### config.mk
export PLATFORM = sky130hd
export DESIGN_NAME = fmul_axis_issuer
export DESIGN_NICKNAME = d
export VERILOG_FILES = /design/src/rtl/fmul_axis_issuer.sv
export SDC_FILE = /design/constraint.sdc
export NUM_CORES = 1
export LEC_CHECK = 0
export CAP_MARGIN = 20
export CELL_PAD_IN_SITES_DETAIL_PLACEMENT = 0
export CELL_PAD_IN_SITES_GLOBAL_PLACEMENT = 2
export CORE_ASPECT_RATIO = 0.6
export CORE_MARGIN = 1.5
export CORE_UTILIZATION = 36
export DETAILED_ROUTE_END_ITERATION = 16
export PLACE_DENSITY = 0.85
export SYNTH_ARGS = -nofsm -noshare
export SYNTH_HDL_FRONTEND = slang
export SYNTH_SLANG_ARGS = --single-unit
export TNS_END_PERCENT = 100
### constraint.sdc
create_clock -name aclk -period 3.6 [get_ports aclk]
set_input_delay 0.36 -clock aclk [delete_from_list [all_inputs] [get_ports aclk]]
set_output_delay 0.36 -clock aclk [all_outputs]
set_load 0.005 [all_outputs]
### src/rtl/fmul_axis_issuer.sv
// fmul_axis_issuer: issues operand pairs to an AXI-Stream multiplier and returns tagged, framed results under a credit limit
module fmul_axis_issuer #(
  parameter int TAG_W     = 8,
  parameter int DEPTH     = 16,
  parameter int FRAME_LEN = 64
) (
  input  logic                       aclk,
  input  logic                       areset,
  input  logic                       in_valid,
  output logic                       in_ready,
  input  logic [31:0]                in_a,
  input  logic [31:0]                in_b,
  input  logic [TAG_W-1:0]           in_tag,
  output logic                       m_axis_a_tvalid,
  input  logic                       m_axis_a_tready,
  output logic [31:0]                m_axis_a_tdata,
  output logic                       m_axis_b_tvalid,
  input  logic                       m_axis_b_tready,
  output logic [31:0]                m_axis_b_tdata,
  input  logic                       s_axis_result_tvalid,
  output logic                       s_axis_result_tready,
  input  logic [31:0]                s_axis_result_tdata,
  output logic                       out_valid,
  input  logic                       out_ready,
  output logic [31:0]                out_data,
  output logic [TAG_W-1:0]           out_tag,
  output logic                       out_last,
  output logic [$clog2(DEPTH+1)-1:0] outstanding,
  output logic                       err
);
  localparam int AW = $clog2(DEPTH);
  localparam int CW = $clog2(DEPTH + 1);
  localparam int FW = FRAME_LEN > 1 ? $clog2(FRAME_LEN) : 1;
  localparam logic [FW-1:0] FRAME_END = FW'(FRAME_LEN - 1);
  logic             a_pend, b_pend, ov, ol, err_q;
  logic [31:0]      a_q, b_q, od;
  logic [TAG_W-1:0] ot;
  logic [TAG_W-1:0] mem [DEPTH];
  logic [AW-1:0]    wp, rp;
  logic [CW-1:0]    cnt, out_cnt;
  logic [FW-1:0]    frame_cnt;
  logic             a_fire, b_fire, res_fire, acc, dlv, pop;
  assign m_axis_a_tvalid      = a_pend & ~areset;
  assign m_axis_b_tvalid      = b_pend & ~areset;
  assign m_axis_a_tdata       = areset ? '0 : a_q;
  assign m_axis_b_tdata       = areset ? '0 : b_q;
  assign a_fire               = m_axis_a_tvalid & m_axis_a_tready;
  assign b_fire               = m_axis_b_tvalid & m_axis_b_tready;
  assign in_ready             = ~areset & ~(a_pend & ~a_fire) & ~(b_pend & ~b_fire) & (out_cnt < CW'(DEPTH));
  assign acc                  = in_valid & in_ready;
  assign out_valid            = ov & ~areset;
  assign out_data             = areset ? '0 : od;
  assign out_tag              = areset ? '0 : ot;
  assign out_last             = ol & ~areset;
  assign outstanding          = areset ? '0 : out_cnt;
  assign err                  = err_q & ~areset;
  assign dlv                  = out_valid & out_ready;
  assign s_axis_result_tready = ~areset & (~out_valid | out_ready);
  assign res_fire             = s_axis_result_tvalid & s_axis_result_tready;
  assign pop                  = res_fire & (cnt != '0);
  always_ff @(posedge aclk) begin
    if (acc) begin
      a_q     <= in_a;
      b_q     <= in_b;
      mem[wp] <= in_tag;
    end
    if (pop) begin
      od <= s_axis_result_tdata;
      ot <= mem[rp];
      ol <= frame_cnt == FRAME_END;
    end
  end
  always_ff @(posedge aclk) begin
    if (areset) begin
      a_pend    <= 1'b0;
      b_pend    <= 1'b0;
      wp        <= '0;
      rp        <= '0;
      cnt       <= '0;
      out_cnt   <= '0;
      frame_cnt <= '0;
      ov        <= 1'b0;
      err_q     <= 1'b0;
    end else begin
      a_pend    <= acc | (a_pend & ~a_fire);
      b_pend    <= acc | (b_pend & ~b_fire);
      wp        <= acc ? wp + 1'b1 : wp;
      rp        <= pop ? rp + 1'b1 : rp;
      cnt       <= cnt + CW'(acc) - CW'(pop);
      out_cnt   <= out_cnt + CW'(acc) - CW'(dlv);
      frame_cnt <= pop ? (frame_cnt == FRAME_END ? '0 : frame_cnt + 1'b1) : frame_cnt;
      ov        <= pop | (ov & ~dlv);
      err_q     <= err_q | (res_fire & (cnt == '0));
    end
  end
endmodule

==> impl_metrics.py, run 1 <==
metrics = {
    "floorplanning": {
        "ios": 227,
        "dieWidth_um": 222,
        "dieArea_um2": 29700,
        "rows": 47,
        "start_util_pct": 37.0,
        "core_um2": 27900,
        "fp.dieH_um": 134,
    },
    "yosys": {
        "syn_area_per_cell_um2": 16.8,
        "synthArstFlopShare_pct": 0,
        "synth_seq_cells": 261,
        "synthesis.nets": 743,
        "synth-seq-area-share_pct": 73.2,
        "syn_area_um2": 10300,
        "ys.flop_type": "edfxtp_1",
        "synth_cell_types": 44,
        "synthCells": 613,
        "synth_edf_count": 233,
        "synth_warnings": 0,
    },
    "clocking": {
        "hold_buffers": 0,
        "clk_latency_ps": 520,
        "cts.repair.resized": 0,
        "cts_root_buf": "clkbuf_16",
        "post-cts-setup-buffers": 0,
        "worst_setup_hold_path_clk_slew_ps": 60,
        "htreeDepth": 1,
        "cts_made_buffers": 25,
        "cts_buffer_depth": 3,
        "clkSinkCount": 261,
        "cts_tree": "done",
    },
    "critical_path": {
        "path_class": "reg2reg",
        "critPathLaunchType": "flop",
        "cp_num_buf_inv": 4,
        "worstPathRequired_ps": 3990,
        "critPathArrivalTime_ps": 3140,
        "crit_chain": "inv_1 > ha_1 > or4b_4 > nand3_4 > inv_2 > ha_1 > inv_1 > ha_1 > inv_1 > fa_1 > nor2b_1 > o21bai_1 > a21oi_1 > nor3b_1",
        "cp_max_fo": 7,
        "slowest_delay_ps": 490,
        "reg2reg_depth": 14,
        "end_kind": "flop",
        "cp_slowest_cell": "or4b_4",
        "critPathTopFamily": "adder cells",
        "critical_path_cell_count": 14,
    },
    "timing": {
        "skew_ps": 9.92,
        "finalHoldViolCount": 0,
        "setup_viol": 0,
        "rsz0062_at_grt": "false",
        "worstMarginPinSlew_ps": 905,
        "drv_slew": 0,
        "finalSetupTns_ps": 0,
        "relSlewSlack_pct": 39.7,
        "period_share_pct": 76.4,
        "fmax_ghz": 0.364,
        "period_needed_ps": 2750,
    },
    "grt": {
        "met2_usage_pct": 22.4,
        "grt_pass1_vias": 5924,
        "gr-usage-met1_pct": 21.9,
        "grt_remaining_overflow": 0,
        "grt.total_usage_pct": 15.3,
        "antenna_found_initial": 0,
        "use_met3_pct": 5.52,
        "grt_pass1_wl_um": 34700,
        "grt_start_max_net_pins": 86,
        "busiest_layer": "met2",
    },
    "power": {
        "ir_drop_mv": 0.280,
        "internal-power_w": 0.00585,
        "leakagePower_nw": 4.66,
        "p_per_area_nw_per_um2": 547,
        "power_frac_comb_pct": 15.6,
        "p_clk_share_pct": 36.1,
        "seqPwrFrac_pct": 48.3,
        "switching_share_pct": 22.7,
        "p_sw_w": 0.00172,
    },
    "status": {
        "status": "finished, final reports clean",
    },
    "place": {
        "place_congestion": 0.724,
        "port_buffers": 226,
        "hpwl_um": 15700,
    },
    "cells_and_area": {
        "drive_gt1_share_pct": 10.3,
        "nNetsFinal": 986,
        "n_antenna_cell": 0,
        "utilization_pct": 49.7,
        "area_delta_synth_final_pct": 34.3,
    },
    "route": {
        "drt_iter0_drc": 394,
        "totalWireLength_um": 22900,
        "first_pass_iters": 4,
        "wl_per_cell_um": 18.4,
        "via_per_inst": 4.70,
        "route.detailed.drc": 0,
        "ant_nets": 0,
        "vias": 5833,
    },
    "min_path": {
        "holdCritPathClass": "in2reg",
        "min_path_cells": 2,
    },
    "flow_run": {
        "drv_cap": 0,
    },
}
==> flip-flops by register name, indices dropped and copies added, names as in the netlist <==
name and cells:
a_pend 1, a_q 32, b_pend 1, b_q 32
cnt 5, err_q 1, frame_cnt 6, mem 128
od 32, ol 1, ot 8, out_cnt 5
ov 1, rp 4, wp 4
==> worst reg2reg max path, cell delays in order, from the launching register on <==
cell,delay [ps]
dfxtp_1,320
inv_1,80
ha_1,160
or4b_4,490
nand3_4,120
inv_2,50
ha_1,280
inv_1,60
ha_1,160
inv_1,60
fa_1,380
nor2b_1,160
o21bai_1,90
a21oi_1,150
nor3b_1,60
==> logic make-up after synthesis <==
group | count (synthesis) | synth area share, %
flip-flops | 261 | 73.2
XOR/XNOR | 8 | 0.679
AND/OR/NAND/NOR | 199 | 10.9
adder cells (fa/ha/maj) | 19 | 2.45
AO/OA/AOI/OAI | 41 | 2.68
multiplexers | 36 | 7.70
buffers and inverters | 49 | 2.35
==> cells in the final DEF, fill, tap and decap left out, types with 3 or more instances in the layout <==
master and instances:
nand2b_1 5, edfxtp_1 233, a22oi_1 16, clkdlybuf4s50_1 225, nand2_1 28, buf_4 20, nor2_1 26, inv_1 18
clkbuf_1 4, clkinv_1 3, nand4_1 3, nor2b_1 117, a21oi_1 13, clkbuf_16 25, mux2i_1 4, xnor2_1 5
clkinv_2 7, dfxtp_1 26, mux4_2 23, ha_1 17, nor3_1 7, xor2_1 3, bufinv_16 5, mux4_1 9
a21o_1 3
==> cell usage after synthesis (2+ instances only) <==
cell type	n	area [um2]
edfxtp_1	233	7000
nor2b_1	117	732
dfxtp_1	28	561
nand2_1	28	105
nor2_1	26	97.6
mux4_2	23	518
inv_1	18	67.6
ha_1	17	213
a22oi_1	16	120
clkbuf_1	16	60.1
a21oi_1	13	65.1
mux4_1	9	236
nor3_1	7	35.0
nand2b_1	5	31.3
xnor2_1	5	43.8
buf_6	4	45.0
mux2i_1	4	40.0
a21o_1	3	22.5
clkdlybuf4s25_2	3	30.0
nand4_1	3	18.8
xor2_1	3	26.3
and2_1	2	12.5
and3_1	2	12.5
buf_1	2	7.51
buf_2	2	10.0
buf_4	2	15.0
fa_1	2	40.0
nand3_1	2	10.0
o21ai_0	2	10.0
o21bai_1	2	15.0
==> area by class of cell <==
type / instances / area [um2]
Multi-Input combinational cell: 303 / 2520
Timing Repair Buffer: 245 / 2400
Fill cell: 2396 / 14000
Inverter: 20 / 75.1
Clock inverter: 16 / 205
Tap cell: 367 / 459
Clock buffer: 29 / 641
Sequential cell: 261 / 7560
==> stage by stage <==
stage / hold slack [ps] / cells / cell area, um2 / total power [W] / setup slack [ps]
floorplan: 457 / 613 / 10300 / 0.00440 / 361
global placement: 477 / 1196 / 13000 / 0.00492 / 765
detailed placement: 488 / 1196 / 13000 / 0.00492 / 746
CTS: 293 / 1241 / 13900 / 0.00768 / 831
global route: 324 / 1241 / 13900 / 0.00792 / 627
finish: 298 / 1241 / 13900 / 0.00758 / 849
==> path summary, 6_finish.rpt <==
| check | slack [ps] | to | startpoint |
|---|---|---|---|
| worst min register to register | 500 | frame_cnt[0] | frame_cnt[0] |
| worst max register to register | 850 | cnt[4] | cnt[2] |
| worst min-delay path | 300 | cnt[1] | areset |
| worst max-delay path | 850 | cnt[4] | cnt[2] |
==> power by group through the flow <==
stage	logic, W	clock network, W	registers, W
after floorplan	0.000734	0	0.00366
after global placement	0.00119	0	0.00372
after detailed placement	0.00119	0	0.00373
after CTS	0.00120	0.00281	0.00366
after global routing	0.00130	0.00294	0.00368
final	0.00118	0.00274	0.00366
==> per-layer routing <==
metal / vias to the layer above / share of wire (%)
li1: 2757 / -
met3: 33 / 9.1
met2: 202 / 42
met1: 2841 / 47
met4: 0 / 1.6
met5: - / 0
(Power assumes the default switching activity.)
==> inputs of run 2 (changes only) <==
- CORE_UTILIZATION: 36 -> 32
- PLACE_DENSITY: 0.85 -> 0.8
- clock period: 3.6 -> 2.4 ns (I/O delays scaled with it)
==> impl_metrics.py, run 2 (synthesis gave the netlist of run 1 again) <==
metrics = {
    "cells_and_area": {
        "final_common_cell": "edfxtp_1",
        "n_fill_cell": 2776,
        "largest_register": "mem",
        "largest_register_ffs": 128,
        "drive_gt1_share_pct": 15.7,
        "area_delta_synth_final_pct": 39.0,
        "multi_input_area_um2": 2600,
        "final_cell_mix": "edfxtp_1 (233), clkdlybuf4s50_1 (225), nor2b_1 (116)",
        "seqCellArea_um2": 7560,
        "utilization_pct": 45.6,
        "nNetsFinal": 1016,
        "n_antenna_cell": 0,
        "final_area_um2": 14300,
    },
    "power": {
        "leakagePower_nw": 4.87,
        "power_frac_comb_pct": 17.9,
        "p_sw_w": 0.00273,
        "internal-power_w": 0.00913,
        "ir_drop_mv": 0.702,
        "p_clk_share_pct": 36.4,
        "seqPwrFrac_pct": 45.7,
        "p_per_area_nw_per_um2": 827,
        "switching_share_pct": 23.1,
    },
    "route": {
        "drt_iter0_drc": 444,
        "via_per_inst": 4.50,
        "vias": 5945,
        "totalWireLength_um": 24000,
        "first_pass_iters": 4,
        "route.detailed.drc": 0,
        "wl_per_cell_um": 18.2,
        "ant_nets": 0,
    },
    "timing": {
        "fmax_ghz": 0.409,
        "worstMarginPinSlew_ps": 689,
        "period_needed_ps": 2450,
        "period_share_pct": 102,
        "relSlewSlack_pct": 54.0,
        "drv_slew": 0,
        "setup_viol": 1,
        "rsz0062_at_grt": "true",
        "fin_ws_ps": -47.5,
        "finalHoldViolCount": 0,
        "skew_ps": 7.56,
    },
    "place": {
        "placed_area_um2": 13400,
        "place_congestion": 0.737,
        "port_buffers": 226,
        "place_worst_setup_slack_ps": -326,
        "hpwl_um": 16700,
    },
    "critical_path": {
        "worstPathRequired_ps": 2820,
        "path_class": "reg2reg",
        "reg2reg_depth": 14,
        "crit_path_end": "cnt[4]",
        "end_kind": "flop",
        "crit_path_start": "cnt[2]",
        "r2r-end": "cnt[4]",
        "critPathLaunchType": "flop",
        "cp_max_fo": 2,
        "critPathArrivalTime_ps": 2870,
        "timing.rr.start": "cnt[2]",
        "r2r_slack_ps": -50,
    },
    "status": {
        "violations": "negative setup slack",
        "status": "finished with violations",
    },
    "grt": {
        "antenna_found_initial": 0,
        "grt_pass1_vias": 5903,
        "grt_pass1_wl_um": 35600,
        "grt_start_max_net_pins": 106,
        "grt.total_usage_pct": 13.9,
        "grt_remaining_overflow": 0,
    },
    "clocking": {
        "clk_latency_ps": 530,
        "htreeDepth": 1,
        "cts_made_buffers": 26,
        "cts_root_buf": "clkbuf_16",
        "clkSinkCount": 261,
        "cts_tree": "done",
        "worst_setup_hold_path_clk_slew_ps": 60,
        "hold_buffers": 0,
        "cts_buffer_depth": 3,
    },
    "floorplanning": {
        "ios": 227,
        "rows": 50,
        "start_util_pct": 32.8,
        "core_um2": 31500,
        "dieWidth_um": 235,
        "dieArea_um2": 33400,
        "fp.dieH_um": 142,
    },
    "min_path": {
        "holdCritPathClass": "in2reg",
        "hp-start": "areset",
    },
    "flow_run": {
        "drv_cap": 0,
    },
}
-- run 2: changes by cell type in the layout (fill, tap and decap cells not counted), sizes merged --
| cell | delta |
|---|---|
| buf | +29 |
| clkinv | +3 |
| inv | -2 |
| clkbuf | +1 |
| clkinvlp | +1 |
-- run 2: area by class of cell --
type                    instances  share of cell area (%)
flip-flops and latches        261                    52.7
repair buffers                274                    18.6
multi-input cells             303                    18.1
clock buffers                  30                    4.86
well taps                     416                    3.63
clock inverters                18                    1.49
inverters                      20                   0.576
-- run 2: worst min-delay path by stage --
stage | to | slack (ps) | cells past startpoint
5_1_grt | b_q[9] | 220 | 1
2_1_floorplan | a_q[0] | 340 | 0
3_5_place_dp | frame_cnt[1] | 480 | 2
4_1_cts | a_q[8] | 220 | 1
6_report | cnt[1] | 250 | 4
3_3_place_gp | frame_cnt[1] | 480 | 2
-- run 2: routing by layer --
layer	global-route usage (%)	vias up	part of all wire [%]
li1	-	2819	-
met1	20.6	2931	48
met2	20.4	163	44
met3	3.96	32	6.8
met4	2.70	0	1.6
met5	0	-	0
-- run 2: timing repair --
action                     in CTS  in global routing
pin swaps                       0                  5
resized for setup               2                  8
setup endpoints to repair       1                  3
buffers inserted                0                  2
-- run 2: power groups by stage --
stage	sequential, W	combinational, W	clock, W
floorplan	0.00550	0.00113	0
global placement	0.00551	0.00204	0
detailed placement	0.00552	0.00205	0
CTS	0.00542	0.00207	0.00445
global route	0.00545	0.00233	0.00462
finish	0.00542	0.00213	0.00431
-- run 2: per-stage QoR --
stage | hold slack (ps) | instances | total power, W | TNS (ps)
after floorplan | 339 | 613 | 0.00663 | -178
after global placement | 476 | 1271 | 0.00755 | -828
after detailed placement | 480 | 1271 | 0.00757 | -892
after CTS | 224 | 1319 | 0.0119 | -115
after global routing | 225 | 1322 | 0.0124 | -196
final | 250 | 1322 | 0.0119 | -47.5
-- run 2: worst max-delay path, cell delays in order (launching register included) --
cell	delay [ps]
dfxtp_2	320
inv_2	50
ha_2	150
or4b_4	480
nand3_4	110
inv_4	40
ha_4	200
inv_2	60
ha_4	120
inv_2	30
fa_2	350
nor2b_4	130
o21bai_2	90
a21oi_2	140
nor3b_2	50
==> inputs of run 3 (changes only) <==
- GPL_ROUTABILITY_DRIVEN: unset -> 0
==> results of run 3 <==
The final DEF is identical to that of run 2; final timing and power are the same.
